$ cat config.mk
export PLATFORM = sky130hd
export DESIGN_NAME = ddr_maint_cmd_gen_flat
export DESIGN_NICKNAME = d
export VERILOG_FILES = /design/src/rtl/ddr_maint_cmd_gen_if.sv /design/src/rtl/ddr_maint_cmd_gen.sv /design/src/flat_wrapper.sv
export SDC_FILE = /design/constraint.sdc
export NUM_CORES = 1
export LEC_CHECK = 0
export BUFFER_PORTS_ARGS = -buffer_cell sky130_fd_sc_hd__buf_2
export CORE_ASPECT_RATIO = 0.9
export CORE_UTILIZATION = 50
export CTS_BUF_LIST = sky130_fd_sc_hd__clkbuf_4
export DETAILED_ROUTE_END_ITERATION = 8
export PLACE_DENSITY = 0.72
export SYNTH_ARGS = -nofsm -noshare
export SYNTH_HDL_FRONTEND = slang
export SYNTH_SLANG_ARGS = --single-unit
$ cat constraint.sdc
create_clock -name clock_t -period 2.9 [get_ports clock_t]
set_clock_uncertainty 0.2 [all_clocks]
set_input_delay 0.145 -clock clock_t [delete_from_list [all_inputs] [get_ports clock_t]]
set_output_delay 0.145 -clock clock_t [all_outputs]
set_load 0.02 [all_outputs]
$ cat src/rtl/ddr_maint_cmd_gen_if.sv
// Request strobes from the DDR controller and the DDR4 command bus driven by
// the maintenance sequencer.
interface ddr_maint_cmd_gen_if #(
    parameter int MRS_WIDTH = 14
);
    logic                 refresh_rdy;
    logic                 mrs_update_rdy;
    logic [MRS_WIDTH-1:0] mrs_update_cmd;
    logic                 cs_n;
    logic                 act_n;
    logic                 ras_n;
    logic                 cas_n;
    logic                 we_n;
    logic [1:0]           bg;
    logic [1:0]           ba;
    logic [MRS_WIDTH-1:0] addr;
    logic                 maint_busy;
    logic                 maint_done;
    logic                 cmd_err;

    modport master (
        output refresh_rdy, mrs_update_rdy, mrs_update_cmd,
        input  cs_n, act_n, ras_n, cas_n, we_n, bg, ba, addr,
        input  maint_busy, maint_done, cmd_err
    );

    modport slave (
        input  refresh_rdy, mrs_update_rdy, mrs_update_cmd,
        output cs_n, act_n, ras_n, cas_n, we_n, bg, ba, addr,
        output maint_busy, maint_done, cmd_err
    );
endinterface

$ cat src/rtl/ddr_maint_cmd_gen.sv
// DDR4 maintenance sequencer: PREA -> tRP -> REF -> tRFC and/or MRS(MR0) -> tMOD,
// with busy/done reporting and drop detection for requests it cannot take.
module ddr_maint_cmd_gen #(
    parameter int T_RP      = 11,
    parameter int T_RFC     = 208,
    parameter int T_MOD     = 24,
    parameter int MRS_WIDTH = 14
) (
    input  logic               clock_t,
    input  logic               reset_n,
    ddr_maint_cmd_gen_if.slave bus
);
    // Command bits ordered {cs_n, act_n, ras_n, cas_n, we_n}.
    localparam logic [4:0] CMD_DES  = 5'b11111;
    localparam logic [4:0] CMD_PREA = 5'b01010;
    localparam logic [4:0] CMD_REF  = 5'b01001;
    localparam logic [4:0] CMD_MRS  = 5'b01000;
    localparam logic [MRS_WIDTH-1:0] ADDR_A10 = MRS_WIDTH'(1) << 10;

    typedef enum logic [2:0] {
        M_IDLE, M_PREA, M_WAIT_RP, M_REF, M_WAIT_RFC, M_MRS, M_WAIT_MOD
    } state_t;

    state_t               state_q, state_d;
    logic [15:0]          cnt_q, cnt_d;
    logic [4:0]           cmd_q, cmd_d;
    logic [MRS_WIDTH-1:0] addr_q, addr_d;
    logic [MRS_WIDTH-1:0] op_q, op_d;
    logic                 busy_q, busy_d;
    logic                 done_q, done_d;
    logic                 err_q, err_d;
    logic                 pend_q, pend_d;
    logic                 ref_q, ref_d;
    logic                 waiting, expired, finishing, mrs_owned, mrs_acc;

    assign waiting   = (state_q == M_WAIT_RP) || (state_q == M_WAIT_RFC) ||
                       (state_q == M_WAIT_MOD);
    assign expired   = waiting && (cnt_q == 16'd0) && !done_q;
    // The done cycle still counts as busy; the next edge returns to idle.
    assign finishing = waiting && (cnt_q == 16'd0) && done_q;
    assign mrs_owned = pend_q || (state_q == M_MRS) || (state_q == M_WAIT_MOD);

    always_comb begin
        state_d = state_q;
        cnt_d   = (cnt_q != 16'd0) ? cnt_q - 16'd1 : 16'd0;
        cmd_d   = CMD_DES;
        addr_d  = '0;
        busy_d  = busy_q;
        done_d  = 1'b0;
        err_d   = 1'b0;
        pend_d  = pend_q;
        ref_d   = ref_q;
        op_d    = op_q;
        mrs_acc = 1'b0;

        if (state_q != M_IDLE) begin
            if (finishing) begin
                err_d = bus.refresh_rdy | bus.mrs_update_rdy;
            end else begin
                mrs_acc = bus.mrs_update_rdy & ~mrs_owned;
                err_d   = bus.refresh_rdy | (bus.mrs_update_rdy & mrs_owned);
                if (mrs_acc) begin
                    pend_d = 1'b1;
                    op_d   = bus.mrs_update_cmd;
                end
            end
        end

        case (state_q)
            M_IDLE: begin
                if (bus.refresh_rdy || bus.mrs_update_rdy) begin
                    state_d = M_PREA;
                    cmd_d   = CMD_PREA;
                    addr_d  = ADDR_A10;
                    busy_d  = 1'b1;
                    ref_d   = bus.refresh_rdy;
                    if (bus.mrs_update_rdy) begin
                        pend_d = 1'b1;
                        op_d   = bus.mrs_update_cmd;
                    end
                end
            end
            M_PREA: begin
                state_d = M_WAIT_RP;
                cnt_d   = 16'(T_RP - 2);
            end
            M_WAIT_RP: begin
                if (expired) begin
                    if (ref_q) begin
                        state_d = M_REF;
                        cmd_d   = CMD_REF;
                    end else begin
                        state_d = M_MRS;
                        cmd_d   = CMD_MRS;
                        addr_d  = op_q;
                        pend_d  = 1'b0;
                    end
                end
            end
            M_REF: begin
                state_d = M_WAIT_RFC;
                cnt_d   = 16'(T_RFC - 2);
                ref_d   = 1'b0;
            end
            M_WAIT_RFC: begin
                if (finishing) begin
                    state_d = M_IDLE;
                    busy_d  = 1'b0;
                end else if (expired) begin
                    // Banks are still closed after REF, so MRS follows without a PREA.
                    if (pend_q || mrs_acc) begin
                        state_d = M_MRS;
                        cmd_d   = CMD_MRS;
                        addr_d  = op_d;
                        pend_d  = 1'b0;
                    end else begin
                        done_d = 1'b1;
                    end
                end
            end
            M_MRS: begin
                state_d = M_WAIT_MOD;
                cnt_d   = 16'(T_MOD - 2);
            end
            M_WAIT_MOD: begin
                if (finishing) begin
                    state_d = M_IDLE;
                    busy_d  = 1'b0;
                end else if (expired) begin
                    done_d = 1'b1;
                end
            end
            default: begin
                state_d = M_IDLE;
                busy_d  = 1'b0;
            end
        endcase
    end

    always_ff @(posedge clock_t or negedge reset_n) begin
        if (!reset_n) begin
            state_q <= M_IDLE;
            cnt_q   <= 16'd0;
            cmd_q   <= CMD_DES;
            addr_q  <= '0;
            op_q    <= '0;
            busy_q  <= 1'b0;
            done_q  <= 1'b0;
            err_q   <= 1'b0;
            pend_q  <= 1'b0;
            ref_q   <= 1'b0;
        end else begin
            state_q <= state_d;
            cnt_q   <= cnt_d;
            cmd_q   <= cmd_d;
            addr_q  <= addr_d;
            op_q    <= op_d;
            busy_q  <= busy_d;
            done_q  <= done_d;
            err_q   <= err_d;
            pend_q  <= pend_d;
            ref_q   <= ref_d;
        end
    end

    assign bus.cs_n       = cmd_q[4];
    assign bus.act_n      = cmd_q[3];
    assign bus.ras_n      = cmd_q[2];
    assign bus.cas_n      = cmd_q[1];
    assign bus.we_n       = cmd_q[0];
    assign bus.bg         = 2'b00;
    assign bus.ba         = 2'b00;
    assign bus.addr       = addr_q;
    assign bus.maint_busy = busy_q;
    assign bus.maint_done = done_q;
    assign bus.cmd_err    = err_q;
endmodule

$ cat src/flat_wrapper.sv
// flat-port wrapper written by rule: the top's interface ports become plain ports
module ddr_maint_cmd_gen_flat 
#(
    parameter int T_RP      = 11,
    parameter int T_RFC     = 208,
    parameter int T_MOD     = 24,
    parameter int MRS_WIDTH = 14
)
  (clock_t, reset_n, bus_refresh_rdy, bus_mrs_update_rdy, bus_mrs_update_cmd, bus_cs_n, bus_act_n, bus_ras_n, bus_cas_n, bus_we_n, bus_bg, bus_ba, bus_addr, bus_maint_busy, bus_maint_done, bus_cmd_err);
  ddr_maint_cmd_gen_if #(.MRS_WIDTH(MRS_WIDTH)) bus_i ();
  input  logic clock_t;
  input  logic reset_n;
  input wire logic [$bits(bus_i.refresh_rdy)-1:0] bus_refresh_rdy;
  input wire logic [$bits(bus_i.mrs_update_rdy)-1:0] bus_mrs_update_rdy;
  input wire logic [$bits(bus_i.mrs_update_cmd)-1:0] bus_mrs_update_cmd;
  output wire logic [$bits(bus_i.cs_n)-1:0] bus_cs_n;
  output wire logic [$bits(bus_i.act_n)-1:0] bus_act_n;
  output wire logic [$bits(bus_i.ras_n)-1:0] bus_ras_n;
  output wire logic [$bits(bus_i.cas_n)-1:0] bus_cas_n;
  output wire logic [$bits(bus_i.we_n)-1:0] bus_we_n;
  output wire logic [$bits(bus_i.bg)-1:0] bus_bg;
  output wire logic [$bits(bus_i.ba)-1:0] bus_ba;
  output wire logic [$bits(bus_i.addr)-1:0] bus_addr;
  output wire logic [$bits(bus_i.maint_busy)-1:0] bus_maint_busy;
  output wire logic [$bits(bus_i.maint_done)-1:0] bus_maint_done;
  output wire logic [$bits(bus_i.cmd_err)-1:0] bus_cmd_err;
  assign bus_i.refresh_rdy = bus_refresh_rdy;
  assign bus_i.mrs_update_rdy = bus_mrs_update_rdy;
  assign bus_i.mrs_update_cmd = bus_mrs_update_cmd;
  assign bus_cs_n = bus_i.cs_n;
  assign bus_act_n = bus_i.act_n;
  assign bus_ras_n = bus_i.ras_n;
  assign bus_cas_n = bus_i.cas_n;
  assign bus_we_n = bus_i.we_n;
  assign bus_bg = bus_i.bg;
  assign bus_ba = bus_i.ba;
  assign bus_addr = bus_i.addr;
  assign bus_maint_busy = bus_i.maint_busy;
  assign bus_maint_done = bus_i.maint_done;
  assign bus_cmd_err = bus_i.cmd_err;
  ddr_maint_cmd_gen #(.T_RP(T_RP), .T_RFC(T_RFC), .T_MOD(T_MOD), .MRS_WIDTH(MRS_WIDTH)) u_core (.clock_t(clock_t), .reset_n(reset_n), .bus(bus_i));
endmodule
==> results of run 1 <==
==> flip-flops by register name, indices dropped and copies added (netlist names) <==
| register | count |
|---|---|
| u_core.op_q | 14 |
| u_core.cmd_q | 3 |
| u_core.bus.maint_busy | 1 |
| u_core.cnt_q | 16 |
| u_core.bus.cmd_err | 1 |
| u_core.ref_q | 1 |
| u_core.bus.maint_done | 1 |
| u_core.state_q | 3 |
| u_core.pend_q | 1 |
| u_core.bus.addr | 14 |
==> through the flow <==
step	hold WS (ns)	utilization, %	std cells	total power, mW
finish	0.0307	63.8	368	2.77
global route	0.0583	63.8	368	2.96
CTS	0.0405	63.4	367	2.76
detailed placement	-0.0717	58.5	343	2.32
global placement	-0.0764	58.5	343	2.29
floorplan	-0.351	-	248	2.02
==> placed cells by master (no fill, tap or decap), types with 3 or more instances in the layout <==
master / Yosys / layout
a21oi_1: 10 / 10
a22o_2: 13 / 13
buf_2: 4 / 38
buf_4: 7 / 12
clkbuf_4: 0 / 5
conb_1: 2 / 5
dfrtp_1: 52 / 52
dfstp_2: 3 / 3
dlygate4sd3_1: 0 / 17
inv_1: 5 / 5
mux2_2: 12 / 12
nand2_1: 14 / 14
nand3_1: 4 / 4
nor2_1: 27 / 27
nor3_1: 5 / 5
nor4_1: 5 / 5
o21ai_0: 14 / 14
xnor2_1: 9 / 9
xor2_1: 6 / 6
==> worst paths after layout <==
check	startpoint	to
hold reg to reg	u_core.op_q[5]	u_core.bus.addr[5]
hold / removal	reset_n	u_core.bus.maint_busy
min in group clock_t	u_core.op_q[5]	u_core.bus.addr[5]
max in group asynchronous	reset_n	u_core.cmd_q[2]
setup reg to reg	u_core.cnt_q[7]	u_core.op_q[11]
setup / recovery	u_core.cnt_q[7]	u_core.op_q[11]
==> power by group through the flow <==
stage / sequential, mW / clock (mW) / combinational [mW]
after floorplan: 1.20 / 0 / 0.822
after global placement: 1.18 / 0 / 1.11
after detailed placement: 1.19 / 0 / 1.13
after CTS: 1.18 / 0.424 / 1.16
after global routing: 1.21 / 0.452 / 1.30
final: 1.18 / 0.412 / 1.18
==> layout make-up <==
type	count	area [µm²]	share of cell area (%)
inverters	6	22.5	0.708
repair buffers	68	470	14.8
clock buffers	5	37.5	1.18
flip-flops and latches	55	1380	43.4
multi-input cells	167	1150	36.2
well taps	65	81.3	2.56
clock inverters	2	37.5	1.18
==> kinds of logic (layout without fill, tap and decap cells) <==
logic type	count (synthesis)	in the layout	share of synthesized area, %
AO/OA/AOI/OAI	59	59	16.3
other	2	5	0.280
AND/OR/NAND/NOR	71	71	13.9
flip-flops	55	55	51.5
XOR/XNOR	15	15	4.90
multiplexers	15	15	6.26
adder cells (fa/ha/maj)	2	2	0.934
buffers and inverters	26	81	5.93
==> timing repair <==
item,4_1_cts,5_1_grt
endpoints found under the setup margin,0,5
hold endpoints to repair,51,0
buffers inserted,0,1
hold buffers,17,0
==> per-layer routing <==
metal  track usage (%)  vias to the layer above
met5                 0                        -
met4              8.48                        0
met3              3.95                       13
met2              32.7                       71
met1              29.9                     1012
li1                  -                      981
==> out/metrics.csv, run 1 <==
stage,metric,value,unit
sta,post-layout min period,2.72,ns
placement,Post-DP Area,2920,µm²
critical_path,Critical Path AT,2.79,ns
yosys,top post-synthesis cells by count,"dfrtp_1, nor2_1, nand2_1, o21ai_0, a22o_2",
cts,Post-CTS Resized,0,
detailed_routing,met3 wire length,278,µm
floorplan,row count,24,
pwr,worst vdd ir,0.000542,V
critical_path,"critical path, cell by cell",or4_4 -> or3_1 -> o311ai_0 -> a21boi_2 -> buf_12 -> mux2_1,
cts,total CTS buffers,5,
yosys,Yosys cell types,53,
critical_path,Critical Path Start Type,flip-flop,
detailed_routing,Initial DRC Count,259,
floorplan,Die Height,71.4,µm
grt,pin count of the biggest net entering global routing,36,
outcome,run status,"finished, final reports clean",
placement,gp weighted congestion,0.839,
critical_path,WP depth,6,
pwr,switch share,37.9,%
cts,Worst-path clk slew,0.15,ns
pwr,LEAKAGE,1.44,nW
pwr,net load switching power,1.05,mW
detailed_routing,met2 wire length,2670,µm
critical_path,reg2reg path depth,6,
grt,global-route wire length before repair,9240,µm
finish,area grow syn2layout,18.7,%
detailed_routing,routed len/inst,15.1,µm
yosys,Synth async-reset ratio,100,%
yosys,Synth top area share,48.6,%
cts,root buffer cell,clkbuf_4,
yosys,synthesized area,2680,µm²
floorplan,IO Pins,44,
critical_path,Worst setup EP type,flip-flop,
sta,Fin. Hold Viols,0,
pwr,clock power share,14.9,%
finish,Filler cells,421,
yosys,Syn Inst Count,245,
yosys,mean post-synth cell area,10.9,µm²
detailed_routing,Remaining DRCs,0,
critical_path,Critical Setup Path Class,flip-flop to flip-flop,
pwr,Sequential Power Share,42.7,%
detailed_routing,Max Used Layer,met4,
detailed_routing,Routed Antenna Nets,0,
sta,"Setup violations, final",0,
pwr,internal power,1.72,mW
yosys,main area contributors after synthesis,"dfrtp_1, mux2_2, a22o_2, nor2_1, dfstp_2",
cts,CTS tree,built,
cts,Clock Tree Buf Depth,2,
finish,# nets final,323,
grt,number of global-route vias before repair,1958,
placement,placed wire-length estimate,3690,µm
detailed_routing,met1 wire length,2520,µm
finish,design area,3180,µm²
cts,Clock Sinks,55,
critical_path,Required @ worst endpoint,2.97,ns
critical_path,Crit Path Max Fanout,14,
floorplan,die area,5650,µm²
sta,"Period Utilization, post-route",93.8,%
floorplan,Starting Density,53.7,%
sta,setup_tns,0,ns
placement,DP Worst Slack,0.0965,ns
detailed_routing,Routed WL,5570,µm
pwr,power per cell area,872,nW/µm²
critical_path,crit path buf inv count,1,
sta,f_max,368,MHz
yosys,YS warnings,0,
detailed_routing,Avg Vias per Cell,5.64,
yosys,Post-synth top flop,dfrtp_1,
floorplan,Core Box Area,4980,µm²
finish,layout cells sized above 1,31.0,%
min_path,Min-Delay Path Class,input pin to async pin,
critical_path,slack of the worst reg-to-reg path,0.18,ns
floorplan,die width,79.2,µm
sta,Slew Limit Fails,0,
finish,ANT cells,0,
yosys,cell accounting for the most synthesized area,dfrtp_1,
job,max-cap violations,0,
yosys,Post-synth EDFFs,0,
sta,final worst-path setup slack,0.181,ns
grt,gr ovfl total,0,
yosys,most frequent cell after synthesis,dfrtp_1,
sta,unrepaired setup endpoints after global routing,false,
critical_path,CP max stage delay,0.58,ns
yosys,post-synthesis sequential area ratio,51.5,%
yosys,number of synthesized register bits,55,
placement,Port Buffer Count,38,
cts,H-tree lvl count,2,
critical_path,Crit-path slowest cell,or4_4,
pwr,Comb power frac,42.4,%
cts,Skew-Pair Late Insertion Delay,0.38,ns
detailed_routing,routed via count,2077,
critical_path,cell family with most CP delay,simple AND/OR/NAND/NOR gates,
grt,number of antenna violations at the first check in global routing,0,
grt,global-route usage over all layers,21.3,%
detailed_routing,TritonRoute pass-1 iters,4,
(Power assumes the default switching activity.)
==> inputs of run 2 (changes only) <==
--- a/config.mk
+++ b/config.mk
@@ -7,10 +7,10 @@
 export LEC_CHECK = 0
 export BUFFER_PORTS_ARGS = -buffer_cell sky130_fd_sc_hd__buf_2
 export CORE_ASPECT_RATIO = 0.9
-export CORE_UTILIZATION = 50
+export CORE_UTILIZATION = 52
 export CTS_BUF_LIST = sky130_fd_sc_hd__clkbuf_4
 export DETAILED_ROUTE_END_ITERATION = 8
-export PLACE_DENSITY = 0.72
+export PLACE_DENSITY = 0.77
 export SYNTH_ARGS = -nofsm -noshare
 export SYNTH_HDL_FRONTEND = slang
 export SYNTH_SLANG_ARGS = --single-unit
==> constraint.sdc (replaced) <==
create_clock -name clock_t -period 2.3 [get_ports clock_t]
set_clock_uncertainty 0.2 [all_clocks]
set_input_delay 0.46 -clock clock_t [delete_from_list [all_inputs] [get_ports clock_t]]
set_output_delay 0.46 -clock clock_t [all_outputs]
set_load 0.02 [all_outputs]
==> run 2 against run 1 <==
Effect of this change: the run now ends with negative setup slack left; sequential share of layout area is 2.7 points lower; register-to-register slack worse by 0.38 ns; non-clock buffer count up 12; critical path type unchanged; highest routed layer unchanged.
==> out/metrics.csv, run 2 (same netlist as run 1, synthesis figures left out) <==
stage,metric,value,unit,change
critical_path,Required @ worst endpoint,2.39,ns,was 2.97 ns
detailed_routing,Routed WL,6200,µm,was 5570 µm
critical_path,Critical Setup Path Class,flip-flop to flip-flop,,unchanged
detailed_routing,Initial DRC Count,164,,was 259
critical_path,Critical Path AT,2.59,ns,was 2.79 ns
finish,Largest Register,u_core.cnt_q,,unchanged
finish,Final Instance Count excl. Fillers,382,,was 368
sta,final worst-path setup slack,-0.199,ns,was 0.181 ns
min_path,worst hold stages,2,,
critical_path,Critical Path Start Type,flip-flop,,unchanged
sta,post-layout min period,2.50,ns,was 2.72 ns
critical_path,CP max stage delay,0.55,ns,was 0.58 ns
pwr,worst vdd ir,0.000757,V,was 0.000542 V
finish,"commonest cells after routing, fill and taps aside","dfrtp_1, buf_2, buf_4",,"was dfrtp_1, buf_2, nor2_1"
finish,layout cells sized above 1,44.2,%,was 31.0%
critical_path,"critical path, cell by cell",or4_4 -> or3_4 -> o311ai_4 -> a21boi_4 -> mux2_4,,was or4_4 -> or3_1 -> o311ai_0 -> a21boi_2 -> buf_12 -> mux2_1
finish,area grow syn2layout,26.8,%,was 18.7%
finish,max reg flops,16,,unchanged
finish,Layout Utilization,69.4,%,was 63.8%
pwr,switch share,40.0,%,was 37.9%
pwr,clock power share,11.3,%,was 14.9%
grt,pin count of the biggest net entering global routing,28,,was 36
detailed_routing,Remaining DRCs,0,,unchanged
pwr,Comb power frac,51.1,%,was 42.4%
floorplan,die width,77.7,µm,was 79.2 µm
grt,met3 usage,3.92,%,was 3.95%
sta,"Period Utilization, post-route",109,%,was 93.8%
cts,H-tree lvl count,2,,unchanged
min_path,worst hold start,bus_mrs_update_cmd[1],,
placement,dpl cells,371,,was 343
detailed_routing,routed len/inst,16.2,µm,was 15.1 µm
job,max-cap violations,0,,unchanged
grt,number of global-route vias before repair,2154,,was 1958
floorplan,IO Pins,44,,unchanged
finish,# nets final,336,,was 323
min_path,Worst Hold Path EP,u_core.bus.addr[1],,
floorplan,Starting Density,54.7,%,was 53.7%
sta,Worst-Margin Slew,0.526,ns,
cts,total CTS buffers,5,,unchanged
sta,Slew Limit Fails,0,,unchanged
pwr,power per cell area,1150,nW/µm²,was 872 nW/µm²
grt,global-route wire length before repair,10500,µm,was 9240 µm
outcome,run status,"finished, violations left",,"was finished, final reports clean"
critical_path,Crit Path Max Fanout,7,,was 14
sta,"Setup violations, final",33,,was 0
finish,Filler cells,367,,was 421
critical_path,Critical R2R Launch,u_core.cnt_q[7],,unchanged
detailed_routing,Routed Antenna Nets,0,,unchanged
critical_path,reg2reg end,u_core.op_q[10],,was u_core.op_q[11]
sta,slew margin rel.,64.5,%,
cts,root buffer cell,clkbuf_4,,unchanged
detailed_routing,Avg Vias per Cell,5.82,,was 5.64
pwr,total power,3.90,mW,was 2.77 mW
cts,CTS tree,built,,unchanged
outcome,failing checks,negative setup slack,,
placement,gp weighted congestion,0.860,,was 0.839
finish,"commonest non-fill, non-tap cell in the layout",dfrtp_1,,unchanged
sta,setup_tns,-4.79,ns,was 0 ns
detailed_routing,routed via count,2225,,was 2077
cts,Clock Sinks,55,,unchanged
cts,Skew-Pair Late Insertion Delay,0.38,ns,about the same
grt,met2 GRT Util,40.2,%,was 32.7%
critical_path,Worst setup EP type,flip-flop,,unchanged
floorplan,die area,5440,µm²,was 5650 µm²
floorplan,Die Height,70.1,µm,was 71.4 µm
floorplan,row count,24,,unchanged
grt,gr ovfl total,0,,unchanged
critical_path,cell family with most CP delay,simple AND/OR/NAND/NOR gates,,unchanged
pwr,LEAKAGE,1.57,nW,was 1.44 nW
detailed_routing,TritonRoute pass-1 iters,4,,unchanged
cts,Clock Tree Buf Depth,2,,unchanged
grt,met1 Track Usage GR,33.8,%,was 29.9%
sta,unrepaired setup endpoints after global routing,true,,was false
critical_path,reg2reg path depth,5,,was 6
cts,Worst-path clk slew,0.16,ns,was 0.15 ns
sta,Fin. Hold Viols,0,,unchanged
critical_path,Crit-path slowest cell,or4_4,,unchanged
min_path,Min-Delay Path Class,input pin to flip-flop,,was input pin to async pin
sta,f_max,400,MHz,was 368 MHz
placement,Port Buffer Count,38,,unchanged
floorplan,Core Box Area,4890,µm²,was 4980 µm²
critical_path,slack of the worst reg-to-reg path,-0.20,ns,was 0.18 ns
finish,ANT cells,0,,unchanged
placement,placed wire-length estimate,4210,µm,was 3690 µm
grt,GR peak layer,met2,,unchanged
pwr,internal power,2.34,mW,was 1.72 mW
pwr,Sequential Power Share,37.6,%,was 42.7%
pwr,net load switching power,1.56,mW,was 1.05 mW
grt,global-route usage over all layers,25.0,%,was 21.3%
grt,number of antenna violations at the first check in global routing,0,,unchanged
critical_path,crit path buf inv count,0,,was 1
run 2: how the worst max path moves through the flow:
| stage | from | to | slack (ns) | cells after the start |
|---|---|---|---|---|
| 6_report | u_core.cnt_q[7] | u_core.op_q[10] | -0.20 | 5 |
| 5_1_grt | u_core.cnt_q[7] | u_core.bus.addr[13] | -0.25 | 6 |
| 4_1_cts | u_core.cnt_q[7] | u_core.op_q[10] | -0.17 | 5 |
| 3_5_place_dp | u_core.cnt_q[0] | u_core.op_q[9] | -0.45 | 7 |
| 3_3_place_gp | u_core.cnt_q[0] | u_core.op_q[5] | -0.35 | 7 |
| 2_1_floorplan | u_core.cnt_q[7] | u_core.op_q[10] | -0.25 | 6 |
run 2: metal layers:
layer / share of wire, % / wire length (µm)
met1: 43 / 2680
met2: 48 / 3000
met3: 5.7 / 351
met4: 2.7 / 167
met5: 0 / 0
run 2: power groups by stage:
stage	combinational [mW]	clock, mW	sequential [mW]
after CTS	1.92	0.451	1.45
after global placement	1.71	0	1.44
after detailed placement	1.76	0	1.46
after floorplan	1.06	0	1.52
after global routing	2.16	0.482	1.50
final	2.00	0.440	1.47
run 2: per-stage QoR:
| step | hold WS (ns) | instance area (µm²) | setup WS (ns) |
|---|---|---|---|
| 2_1_floorplan | -0.0356 | 2720 | -0.248 |
| 3_3_place_gp | 0.217 | 3180 | -0.349 |
| 3_5_place_dp | 0.226 | 3180 | -0.450 |
| 4_1_cts | 0.0889 | 3360 | -0.173 |
| 5_1_grt | 0.0796 | 3400 | -0.246 |
| 6_report | 0.101 | 3400 | -0.199 |
run 2: timing repair:
item / CTS / global route
resized for setup: 18 / 7
pin swaps: 4 / 2
endpoints found under the hold margin: 16 / 0
gates cloned: 1 / 0
hold buffers: 1 / 0
endpoints found under the setup margin: 34 / 38
setup buffers: 0 / 1
run 2: layout make-up:
cell class | instances | area, µm² | area share, %
inverter | 6 | 22.5 | 0.663
tap | 65 | 81.3 | 2.39
clock buffer | 5 | 37.5 | 1.11
clock inverter | 3 | 22.5 | 0.663
multi-input combinational | 168 | 1290 | 38.1
sequential | 55 | 1380 | 40.6
timing repair buffer | 80 | 557 | 16.4
==> inputs of run 3 (changes only) <==
--- a/config.mk
+++ b/config.mk
@@ -7,6 +7,7 @@
 export LEC_CHECK = 0
 export BUFFER_PORTS_ARGS = -buffer_cell sky130_fd_sc_hd__buf_2
 export CORE_ASPECT_RATIO = 0.9
+export CORE_MARGIN = 5
 export CORE_UTILIZATION = 52
 export CTS_BUF_LIST = sky130_fd_sc_hd__clkbuf_4
 export DETAILED_ROUTE_END_ITERATION = 8
==> run 3 against run 2 <==
Effect of this change: the flow still finishes with violations (negative setup slack); first-iteration DRC count is 1.2% higher; count of clock-buffer cells in the layout stayed put; cell area is 5.3% higher; largest cell class is now multi-input gates; highest routed layer unchanged.
==> out/metrics.csv, run 3 (same netlist as run 1, synthesis figures left out) <==
stage,metric,value,unit,change
pwr,clock power share,12.6,%,was 11.3%
detailed_routing,Routed WL,6640,µm,was 6200 µm
finish,area grow syn2layout,33.5,%,was 26.8%
detailed_routing,routed len/inst,17.1,µm,was 16.2 µm
pwr,Comb power frac,50.9,%,was 51.1%
cts,total CTS buffers,5,,unchanged
sta,unrepaired setup endpoints after global routing,true,,unchanged
sta,post-layout min period,2.54,ns,was 2.50 ns
floorplan,IO Pins,44,,unchanged
sta,Worst-Margin Slew,0.576,ns,was 0.526 ns
floorplan,Die Height,78.1,µm,was 70.1 µm
grt,global-route wire length before repair,10200,µm,was 10500 µm
critical_path,reg2reg path depth,5,,unchanged
cts,Worst-path clk slew,0.15,ns,was 0.16 ns
grt,number of global-route vias before repair,2147,,was 2154
pwr,power per cell area,1150,nW/µm²,about the same
critical_path,crit path from,u_core.cnt_q[4],,was u_core.cnt_q[7]
min_path,worst hold start,bus_mrs_update_cmd[4],,was bus_mrs_update_cmd[1]
detailed_routing,Routed Antenna Nets,0,,unchanged
grt,global-route usage over all layers,18.9,%,was 25.0%
critical_path,Required @ worst endpoint,2.36,ns,was 2.39 ns
detailed_routing,Remaining DRCs,0,,unchanged
cts,CTS tree,built,,unchanged
detailed_routing,Initial DRC Count,166,,was 164
cts,Skew-Pair Late Insertion Delay,0.37,ns,was 0.38 ns
sta,"Period Utilization, post-route",111,%,was 109%
cts,Clock Tree Buf Depth,2,,unchanged
cts,H-tree lvl count,2,,unchanged
floorplan,Starting Density,54.4,%,was 54.7%
pwr,total power,4.10,mW,was 3.90 mW
sta,slew margin rel.,61.2,%,was 64.5%
finish,Largest Register,u_core.cnt_q,,unchanged
pwr,worst vdd ir,0.000663,V,was 0.000757 V
placement,Port Buffer Count,38,,unchanged
pwr,internal power,2.51,mW,was 2.34 mW
grt,gr ovfl total,0,,unchanged
outcome,run status,"finished, violations left",,unchanged
finish,max reg flops,16,,unchanged
sta,Fin. Hold Viols,0,,unchanged
sta,final hold slack,0.119,ns,was 0.101 ns
critical_path,slack of the worst reg-to-reg path,-0.24,ns,was -0.20 ns
sta,"Setup violations, final",33,,unchanged
pwr,net load switching power,1.60,mW,was 1.56 mW
grt,pin count of the biggest net entering global routing,56,,was 28
floorplan,die area,6690,µm²,was 5440 µm²
min_path,Min-Delay Path Class,input pin to flip-flop,,unchanged
pwr,switch share,39.0,%,was 40.0%
cts,Clock Sinks,55,,unchanged
finish,"commonest non-fill, non-tap cell in the layout",dfrtp_1,,unchanged
placement,DP Worst Slack,-0.404,ns,was -0.450 ns
sta,f_max,393,MHz,was 400 MHz
finish,"commonest cells after routing, fill and taps aside","dfrtp_1, buf_4, buf_2",,"was dfrtp_1, buf_2, buf_4"
finish,# nets final,342,,was 336
placement,Post-DP Area,3170,µm²,was 3180 µm²
detailed_routing,routed via count,2232,,was 2225
floorplan,row count,24,,unchanged
critical_path,Critical R2R Launch,u_core.cnt_q[4],,was u_core.cnt_q[7]
finish,ANT cells,0,,unchanged
job,max-cap violations,0,,unchanged
floorplan,Core Box Area,4920,µm²,was 4890 µm²
finish,design area,3580,µm²,was 3400 µm²
pwr,LEAKAGE,1.68,nW,was 1.57 nW
cts,root buffer cell,clkbuf_4,,unchanged
min_path,worst hold stages,2,,unchanged
sta,final worst-path setup slack,-0.245,ns,was -0.199 ns
min_path,Worst Hold Path EP,u_core.bus.addr[4],,was u_core.bus.addr[1]
critical_path,Critical Setup Path Class,flip-flop to flip-flop,,unchanged
finish,Filler cells,321,,was 367
critical_path,Critical Path AT,2.61,ns,was 2.59 ns
detailed_routing,Avg Vias per Cell,5.75,,was 5.82
floorplan,die width,85.7,µm,was 77.7 µm
placement,placed wire-length estimate,4050,µm,was 4210 µm
sta,setup_tns,-6.22,ns,was -4.79 ns
critical_path,Critical Path Start Type,flip-flop,,unchanged
outcome,failing checks,negative setup slack,,unchanged
detailed_routing,TritonRoute pass-1 iters,6,,was 4
critical_path,reg2reg end,u_core.op_q[11],,was u_core.op_q[10]
pwr,Sequential Power Share,36.5,%,was 37.6%
critical_path,Crit Path Max Fanout,7,,unchanged
grt,number of antenna violations at the first check in global routing,0,,unchanged
sta,Slew Limit Fails,0,,unchanged
critical_path,Worst setup EP type,flip-flop,,unchanged
placement,gp weighted congestion,0.875,,was 0.860
finish,layout cells sized above 1,46.4,%,was 44.2%
-- run 3: worst max-delay path by stage --
| stage | depth (start not counted) | slack (ns) | endpoint |
|---|---|---|---|
| after floorplan | 6 | -0.25 | u_core.op_q[10] |
| after global placement | 7 | -0.33 | u_core.op_q[6] |
| after detailed placement | 7 | -0.40 | u_core.op_q[1] |
| after CTS | 6 | -0.18 | u_core.bus.addr[9] |
| after global routing | 6 | -0.30 | u_core.bus.addr[11] |
| final | 5 | -0.24 | u_core.op_q[11] |
-- run 3: per-layer routing --
layer / wire (µm) / track usage (%)
met5: 0 / 0
met4: 175 / 6.49
met3: 398 / 2.93
met2: 3200 / 31.4
met1: 2860 / 25.3
-- run 3: worst max-delay path, stage by stage (launching register included) --
cell and delay (ns):
dfrtp_1 0.41, or4_4 0.53, or3_4 0.36, o311ai_4 0.43
a21boi_4 0.18, mux2_4 0.33
-- run 3: final cells by class --
type / count / area, µm² / share of cell area [%]
Timing Repair Buffer: 86 / 592 / 16.5
Clock inverter: 3 / 38.8 / 1.08
Multi-Input combinational cell: 168 / 1430 / 39.8
Inverter: 6 / 22.5 / 0.630
Sequential cell: 55 / 1380 / 38.6
Clock buffer: 5 / 37.5 / 1.05
Tap cell: 65 / 81.3 / 2.27
-- run 3: what timing repair did --
action,CTS,global route
setup endpoints to repair,46,48
gates cloned,1,0
gates resized for setup,14,36
hold endpoints to repair,52,0
hold buffers,1,0
pin swaps,6,19
setup buffers,0,5
-- run 3: stage by stage --
stage | util (%) | cells
after floorplan | - | 248
after global placement | 64.4 | 373
after detailed placement | 64.4 | 373
after CTS | 68.0 | 383
after global routing | 72.6 | 388
final | 72.6 | 388
-- run 3: power by group through the flow --
stage          registers, mW  logic [mW]  clock network [mW]
2_1_floorplan           1.52        1.06                   0
3_3_place_gp            1.45        1.68                   0
3_5_place_dp            1.46        1.73                   0
4_1_cts                 1.45        1.86               0.522
5_1_grt                 1.53        2.26               0.561
6_report                1.50        2.09               0.518
